[config.mk]
export PLATFORM = sky130hd
export DESIGN_NAME = exception_dispatch_unit
export DESIGN_NICKNAME = d
export VERILOG_FILES = /design/src/rtl/exception_dispatch_unit.sv
export SDC_FILE = /design/constraint.sdc
export NUM_CORES = 1
export LEC_CHECK = 0
export CAP_MARGIN = 10
export CORE_MARGIN = 2
export CORE_UTILIZATION = 39
export DETAILED_ROUTE_END_ITERATION = 16
export GPL_ROUTABILITY_DRIVEN = 0
export PLACE_DENSITY = 0.78
export SKIP_LAST_GASP = 1
export SYNTH_ARGS = -nofsm -noshare
export SYNTH_HDL_FRONTEND = slang
export SYNTH_SLANG_ARGS = --single-unit
[constraint.sdc]
create_clock -name clk -period 2.9 [get_ports clk]
set_input_delay 0.29 -clock clk [delete_from_list [all_inputs] [get_ports clk]]
set_output_delay 0.29 -clock clk [all_outputs]
set_load 0.05 [all_outputs]
[src/rtl/exception_dispatch_unit.sv]
// Exception/interrupt dispatch: prioritises sync traps over IRQs, latches cause/epc/bad_addr,
// redirects fetch through a valid/ready handshake, and escalates a fault inside a handler to halt.
module exception_dispatch_unit #(
  parameter int unsigned IRQ_COUNT     = 8,
  parameter logic [31:0] VECTOR_BASE   = 32'h0000_0100,
  parameter int unsigned VECTOR_STRIDE = 16
) (
  input  logic                 clk,
  input  logic                 reset,
  input  logic                 enable,
  input  logic [2:0]           trigger,
  input  logic [31:0]          pc_current,
  input  logic [31:0]          pc_next,
  input  logic [31:0]          data_addr,
  input  logic [IRQ_COUNT-1:0] irq,
  input  logic                 instr_boundary,
  input  logic                 eret,
  input  logic                 gie_we,
  input  logic                 gie_wdata,
  input  logic                 redirect_ready,
  output logic                 redirect_valid,
  output logic [31:0]          redirect_addr,
  output logic                 flush,
  output logic [4:0]           cause,
  output logic [31:0]          epc,
  output logic [31:0]          bad_addr,
  output logic                 gie,
  output logic                 in_handler,
  output logic                 halted
);

  typedef enum logic [2:0] {
    S_IDLE, S_CAPTURE, S_REDIRECT, S_HANDLER, S_RETURN, S_HALT
  } state_t;

  localparam logic [2:0] T_INSTA  = 3'd1;
  localparam logic [2:0] T_SYS    = 3'd3;
  localparam logic [2:0] T_DATAA  = 3'd5;
  localparam logic [4:0] C_DOUBLE = 5'd6;

  state_t      state;
  logic        pgie;
  logic        flush_r;
  logic        sync_vld;
  logic        irq_hit;
  logic [3:0]  irq_idx;
  logic [4:0]  new_cause;
  logic [31:0] new_epc;
  logic [31:0] new_bad;
  logic        accept;

  function automatic logic [31:0] vec_addr(input logic [4:0] c);
    return VECTOR_BASE + 32'(c) * 32'(VECTOR_STRIDE);
  endfunction

  // Scan high-to-low so the lowest asserted line is the one left standing.
  always_comb begin
    irq_hit = 1'b0;
    irq_idx = '0;
    for (int i = IRQ_COUNT - 1; i >= 0; i--) begin
      if (irq[i]) begin
        irq_hit = 1'b1;
        irq_idx = 4'(i);
      end
    end
  end

  assign sync_vld  = (trigger >= 3'd1) && (trigger <= 3'd5);
  assign new_cause = sync_vld ? {2'b00, trigger} : {1'b1, irq_idx};
  assign new_epc   = (sync_vld && trigger != T_SYS) ? pc_current : pc_next;
  assign new_bad   = (trigger == T_INSTA) ? pc_current :
                     (trigger == T_DATAA) ? data_addr  : 32'h0;
  assign accept    = redirect_valid && redirect_ready;
  assign flush     = flush_r && enable;

  always_ff @(posedge clk or posedge reset) begin
    if (reset) begin
      state          <= S_IDLE;
      gie            <= 1'b0;
      pgie           <= 1'b0;
      cause          <= '0;
      epc            <= '0;
      bad_addr       <= '0;
      redirect_valid <= 1'b0;
      redirect_addr  <= '0;
      flush_r        <= 1'b0;
      in_handler     <= 1'b0;
      halted         <= 1'b0;
    end else if (enable) begin
      flush_r <= 1'b0;
      case (state)
        S_IDLE: begin
          if (sync_vld || (gie && instr_boundary && irq_hit)) begin
            cause          <= new_cause;
            epc            <= new_epc;
            bad_addr       <= new_bad;
            pgie           <= gie;
            gie            <= 1'b0;
            flush_r        <= 1'b1;
            redirect_valid <= 1'b1;
            redirect_addr  <= vec_addr(new_cause);
            state          <= S_CAPTURE;
          end else if (gie_we) begin
            gie <= gie_wdata;
          end
        end
        S_CAPTURE, S_REDIRECT: begin
          if (accept) begin
            redirect_valid <= 1'b0;
            in_handler     <= 1'b1;
            state          <= S_HANDLER;
          end else begin
            state <= S_REDIRECT;
          end
        end
        S_HANDLER: begin
          if (gie_we) pgie <= gie_wdata;
          // A fault while already handling one is unrecoverable; it also beats eret.
          if (sync_vld) begin
            cause          <= C_DOUBLE;
            epc            <= pc_current;
            flush_r        <= 1'b1;
            redirect_valid <= 1'b1;
            redirect_addr  <= vec_addr(C_DOUBLE);
            in_handler     <= 1'b0;
            halted         <= 1'b1;
            state          <= S_HALT;
          end else if (eret) begin
            gie            <= pgie;
            flush_r        <= 1'b1;
            redirect_valid <= 1'b1;
            redirect_addr  <= epc;
            state          <= S_RETURN;
          end
        end
        S_RETURN: begin
          if (accept) begin
            redirect_valid <= 1'b0;
            in_handler     <= 1'b0;
            state          <= S_IDLE;
          end
        end
        S_HALT: begin
          if (accept) redirect_valid <= 1'b0;
        end
        default: state <= S_IDLE;
      endcase
    end
  end

endmodule

; Word level (Yosys, flattened, before mapping)
; Index checks and enable logic that the tools add are counted.
[word_totals]
reg_bits = 110
in_bits = 115
out_inout_bits = 106
wordCells = 110
[classes]
add_sub_neg = 1
magnitude_cmp = 2
eq_ne = 18
n_mux = 55
bitwise_logic = 1
n_reduce_logical = 22
[op_table]
columns = cell, n
row1 = two-way mux 32 bit, 8
row2 = one-hot mux 32 bit (2 select lines), 2
row3 = two-way mux 4 bit, 7
row4 = two-way mux 1 bit, 23
row5 = AND reduction 5 bit, 4
row6 = two-way mux 3 bit, 5
row7 = two-way mux 5 bit, 3
row8 = one-hot mux 3 bit (5 select lines), 1
row9 = != test 2 bit (second input constant), 7
row10 = AND reduction 4 bit, 3
row11 = adder 9 x 9 -> 10 bit (first input constant), 1
row12 = one-hot mux 5 bit (2 select lines), 1
row13 = equality test 3 bit (second input constant), 3
row14 = equality test 3 x 1 -> 1 bit (second input constant), 2
row15 = equality test 3 x 2 -> 1 bit (second input constant), 2
row16 = logical AND 1 bit, 6
row17 = != test 3 bit (second input constant), 2
row18 = one-hot mux 1 bit (2 select lines), 3
row19 = one-hot mux 1 bit (3 select lines), 2
row20 = AND reduction 3 bit, 2
row21 = nonzero test 3 bit, 2
row22 = OR reduction 4 bit, 1
row23 = greater-or-equal comparator 3 x 1 -> 1 bit (second input constant), 1
row24 = less-or-equal comparator 3 bit (second input constant), 1
row25 = 7 further kinds, 7

; Depth between registers and ports, before layout
[logic_depth]
ltp_word = 12
ltp_mapped = 9
mapped_depth_nobuf = 6

; Worst setup path after synthesis
; Ideal clock, no wire load.
[synth_timing]
kind = register to register
startpoint = register gie
endpoint = register redirect_addr[0]
setup_ns = 0.133
arrival_ns = 1.724
t_required_ns = 2.767
slack_ns = 1.043
path_stages_with_launch = 9
path_cell_list = dfrtp_1 > nand2_1 > a31o_2 > a21o_1 > and2_1 > buf_4 > buf_4 > nand2_1 > o21ai_0
[synth_between]
elab_chain_cells = 5
[synth_rtl]
columns = element, line
row1 = start: declaration, 27  ; output logic gie,
row2 = start signal: assignment, 104  ; gie <= gie_wdata;
row3 = start signal: assignment, 129  ; gie <= pgie;
row4 = logical AND 1 bit (2 in series), 93  ; if (sync_vld || (gie && instr_boundary && irq_hit)) begin
row5 = logical OR 1 bit, 93
row6 = != test 2 bit (no source line), -
row7 = AND reduction 4 bit (no source line), -
row8 = end signal: assignment, 101  ; redirect_addr <= vec_addr(new_cause);
row9 = end signal: assignment, 124  ; redirect_addr <= vec_addr(C_DOUBLE);
row10 = end signal: assignment, 132  ; redirect_addr <= epc;
row11 = end: declaration, 22  ; output logic [31:0] redirect_addr,
; No other way between the ends.
; A chain may end at the register's enable or synchronous reset.

; Final worst setup path
[layout_timing]
startpoint = input port enable
endpoint = output port flush
[layout_between]
elab_chain_cells = 1
[layout_rtl]
columns = element, line
row1 = start: declaration, 10  ; input logic enable,
row2 = logical AND 1 bit, 74  ; assign flush = flush_r && enable;
row3 = end: declaration, 23  ; output logic flush,
; No other way between the ends.

==> results.py <==
metrics = {
    "logic_synthesis": {
        "synth_top_family_by_area": "compound AO/OA/AOI/OAI gates",
        "async_flop_share_pct": 100,
        "synthMuxAreaShare_pct": 6.80,
        "avgSynthCellArea_um2": 9.59,
        "post-synth-top-area-fraction_pct": 53.0,
        "synth_cell_type_count": 52,
        "synth_area_leaders": "dfrtp_1 53%, nand2_1 7.9%, o21ai_0 6.8%",
        "yosys.area_share.adder_pct": 0,
        "synth-seq-cells": 109,
        "synth_compound_area_share_pct": 20.1,
        "netlist_area_mm2": 0.00515,
        "yosysTopAreaCell": "dfrtp_1",
        "synth_edf_count": 0,
        "yosysWarnings": 0,
        "synth-simple-area-share_pct": 14.4,
        "synthXorXnorAreaFrac_pct": 0.170,
        "synthCells": 537,
        "synth_ff_type": "dfrtp_1",
        "synthesis.nets": 652,
        "ys_seq_area_share_pct": 53.0,
    },
    "timing": {
        "fmax_ghz": 0.438,
        "finalCriticalPeriod_ns": 2.29,
        "setup_viol_count_final": 0,
        "maxSlewViolCount": 0,
        "finalHoldViolCount": 0,
        "skew_ns": 0.00630,
        "finalCritPeriodShare_pct": 78.8,
        "slew_headroom_pct": 49.6,
        "final.setup.tns_ns": 0,
        "tightest_slew_ns": 0.746,
        "rsz0062_at_grt": "no",
    },
    "clock_network": {
        "cts_tree": "yes",
        "htreeDepth": 3,
        "post_cts_resized": 0,
        "post-cts-setup-buffers": 0,
        "clockRootBuffer": "clkbuf_16",
        "hold_buffers": 0,
        "cts_buffers": 9,
        "clkTransAtPathRegs_ns": 0.07,
        "clk_latency_ns": 0.35,
        "max-clock-path-buffers": 2,
        "cts_sinks": 109,
    },
    "critical_path": {
        "crit_required_ns": 2.61,
        "r2r-end": "redirect_addr[16]",
        "endpoint": "flush",
        "crit_type": "input port to output pin",
        "crit_path_start": "enable",
        "rrSetupSlack_ns": 0.72,
        "crit_path_end_kind": "output pin",
        "r2r.worst_path.cells": 6,
        "arrival_ns": 2.00,
        "cp_max_fo": 11,
        "crit_path_start_kind": "input port",
        "r2r_start": "state[1]",
    },
    "power": {
        "power.total_mw": 8.98,
        "p_leak_nw": 3.16,
        "p_per_area_mw_per_mm2": 1160,
        "ir_drop_uv": 590,
    },
    "finish": {
        "nFillCells": 1064,
        "diodes": 0,
        "syn2layout_area_growth_pct": 50.2,
        "nNetsFinal": 854,
        "utilization_pct": 60.6,
        "drive_gt1_share_pct": 6.45,
    },
    "route": {
        "wl_per_cell_um": 16.7,
        "drc_errors": 0,
        "vias": 4851,
        "dr.pass1.iters": 6,
        "ant_nets": 0,
        "routed_wl_um": 15300,
        "initialDrtViolationCount": 353,
        "via_per_inst": 5.30,
    },
    "global_route": {
        "grt_pass1_wl_um": 24600,
        "grt_max_degree": 110,
        "grt_overflow": 0,
        "antenna_found_initial": 0,
        "grt_pass1_vias": 4822,
        "track_usage_pct": 22.1,
    },
    "die": {
        "rows": 41,
        "fp.coreArea_mm2": 0.0128,
        "io_pins": 221,
        "dieArea_mm2": 0.0141,
        "fp.dieH_um": 119,
        "initial_core_util_pct": 40.3,
        "fp.dieW_um": 119,
    },
    "job": {
        "max_cap_violations": 0,
    },
    "place": {
        "portBuffers": 219,
        "hpwl_um": 11400,
    },
    "min_path": {
        "hp-class": "input port to asynchronous set/reset pin",
    },
    "run_status": {
        "status": "complete, no violations",
    },
}
## where the power goes
part	switching, mW	internal, mW
logic	3.38	1.68
clock network	0.562	0.718
registers	0.483	2.15
total	4.43	4.55
## sequential cells by signal (all words and copies together) (netlist names)
signal,count
bad_addr,32
cause,4
epc,32
flush_r,1
gie,1
halted,1
in_handler,1
pgie,1
redirect_addr,32
redirect_valid,1
state,3
## synthesized netlist by cell type (6+ instances only)
master / n
a21oi_1: 39
buf_4: 10
clkbuf_1: 12
buf_6: 6
nand2_1: 108
mux2i_1: 32
o21ai_1: 6
o21ai_0: 70
inv_1: 8
a22oi_1: 33
dfrtp_1: 109
nor2_1: 39
buf_2: 12
## layout make-up
type	instances	area, µm²	share of cell area, %
flip-flops and latches	109	2730	35.3
repair buffers	232	2300	29.8
multi-input cells	379	2150	27.8
clock buffers	11	253	3.27
well taps	172	215	2.78
clock inverters	5	56.3	0.728
inverters	8	33.8	0.437
## placed cells by master, fill, tap and decap left out, types with 2 or more instances in the layout
cell             instances
o311ai_0                 2
o21ai_1                  6
clkbuf_8                 2
nor2_1                  39
a31o_2                   2
nor2b_1                  3
clkinvlp_4               2
clkinv_2                 2
mux2i_1                 32
buf_4                   12
nand3_1                  2
dfrtp_1                109
and2_1                   2
clkdlybuf4s50_1        219
a22oi_1                 33
o211ai_1                 2
nand2b_1                 3
clkbuf_16                9
nor2_4                   2
a21oi_1                 39
o21ai_0                 70
a21o_1                   2
mux2_4                   2
nand2_1                108
inv_1                    7
## critical path: stages
cell,delay [ns]
clkdlybuf4s50_1,0.71
and2_1,0.19
clkdlybuf4s50_1,0.80
## metrics by stage
step	cell area (µm²)	hold WS [ns]	cells	worst slack, ns
2_1_floorplan	5150	0.470	537	1.04
3_3_place_gp	7430	0.462	900	0.510
3_5_place_dp	7430	0.469	900	0.365
4_1_cts	7740	0.484	916	0.623
5_1_grt	7740	0.507	916	0.537
6_report	7740	0.460	916	0.615
## worst min-delay path by stage
stage | cells after the start | start | end
2_1_floorplan | 2 | eret | state[2]
3_3_place_gp | 2 | bad_addr[8] | bad_addr[8]
3_5_place_dp | 1 | halted | halted
4_1_cts | 1 | halted | halted
5_1_grt | 2 | redirect_addr[19] | redirect_addr[19]
6_report | 3 | reset | epc[15]
## cells by family (layout without fill, tap and decap cells)
kind of cell              Yosys count  count (layout)
DFF                               109             109
AOI/OAI and AO/OA                 172             172
other                               1               1
xor gates and xnor gates            1               1
muxes                              34              34
buffers and inverters              49             256
and+or+nand+nor                   171             171
## layer usage
layer	vias to the layer above	wire length (µm)	track usage, %
li1	2266	-	-
met1	2352	6070	27.1
met2	200	7780	37.1
met3	33	1130	5.84
met4	0	352	8.63
met5	-	0	0
Power figures use the tool's default switching activity.
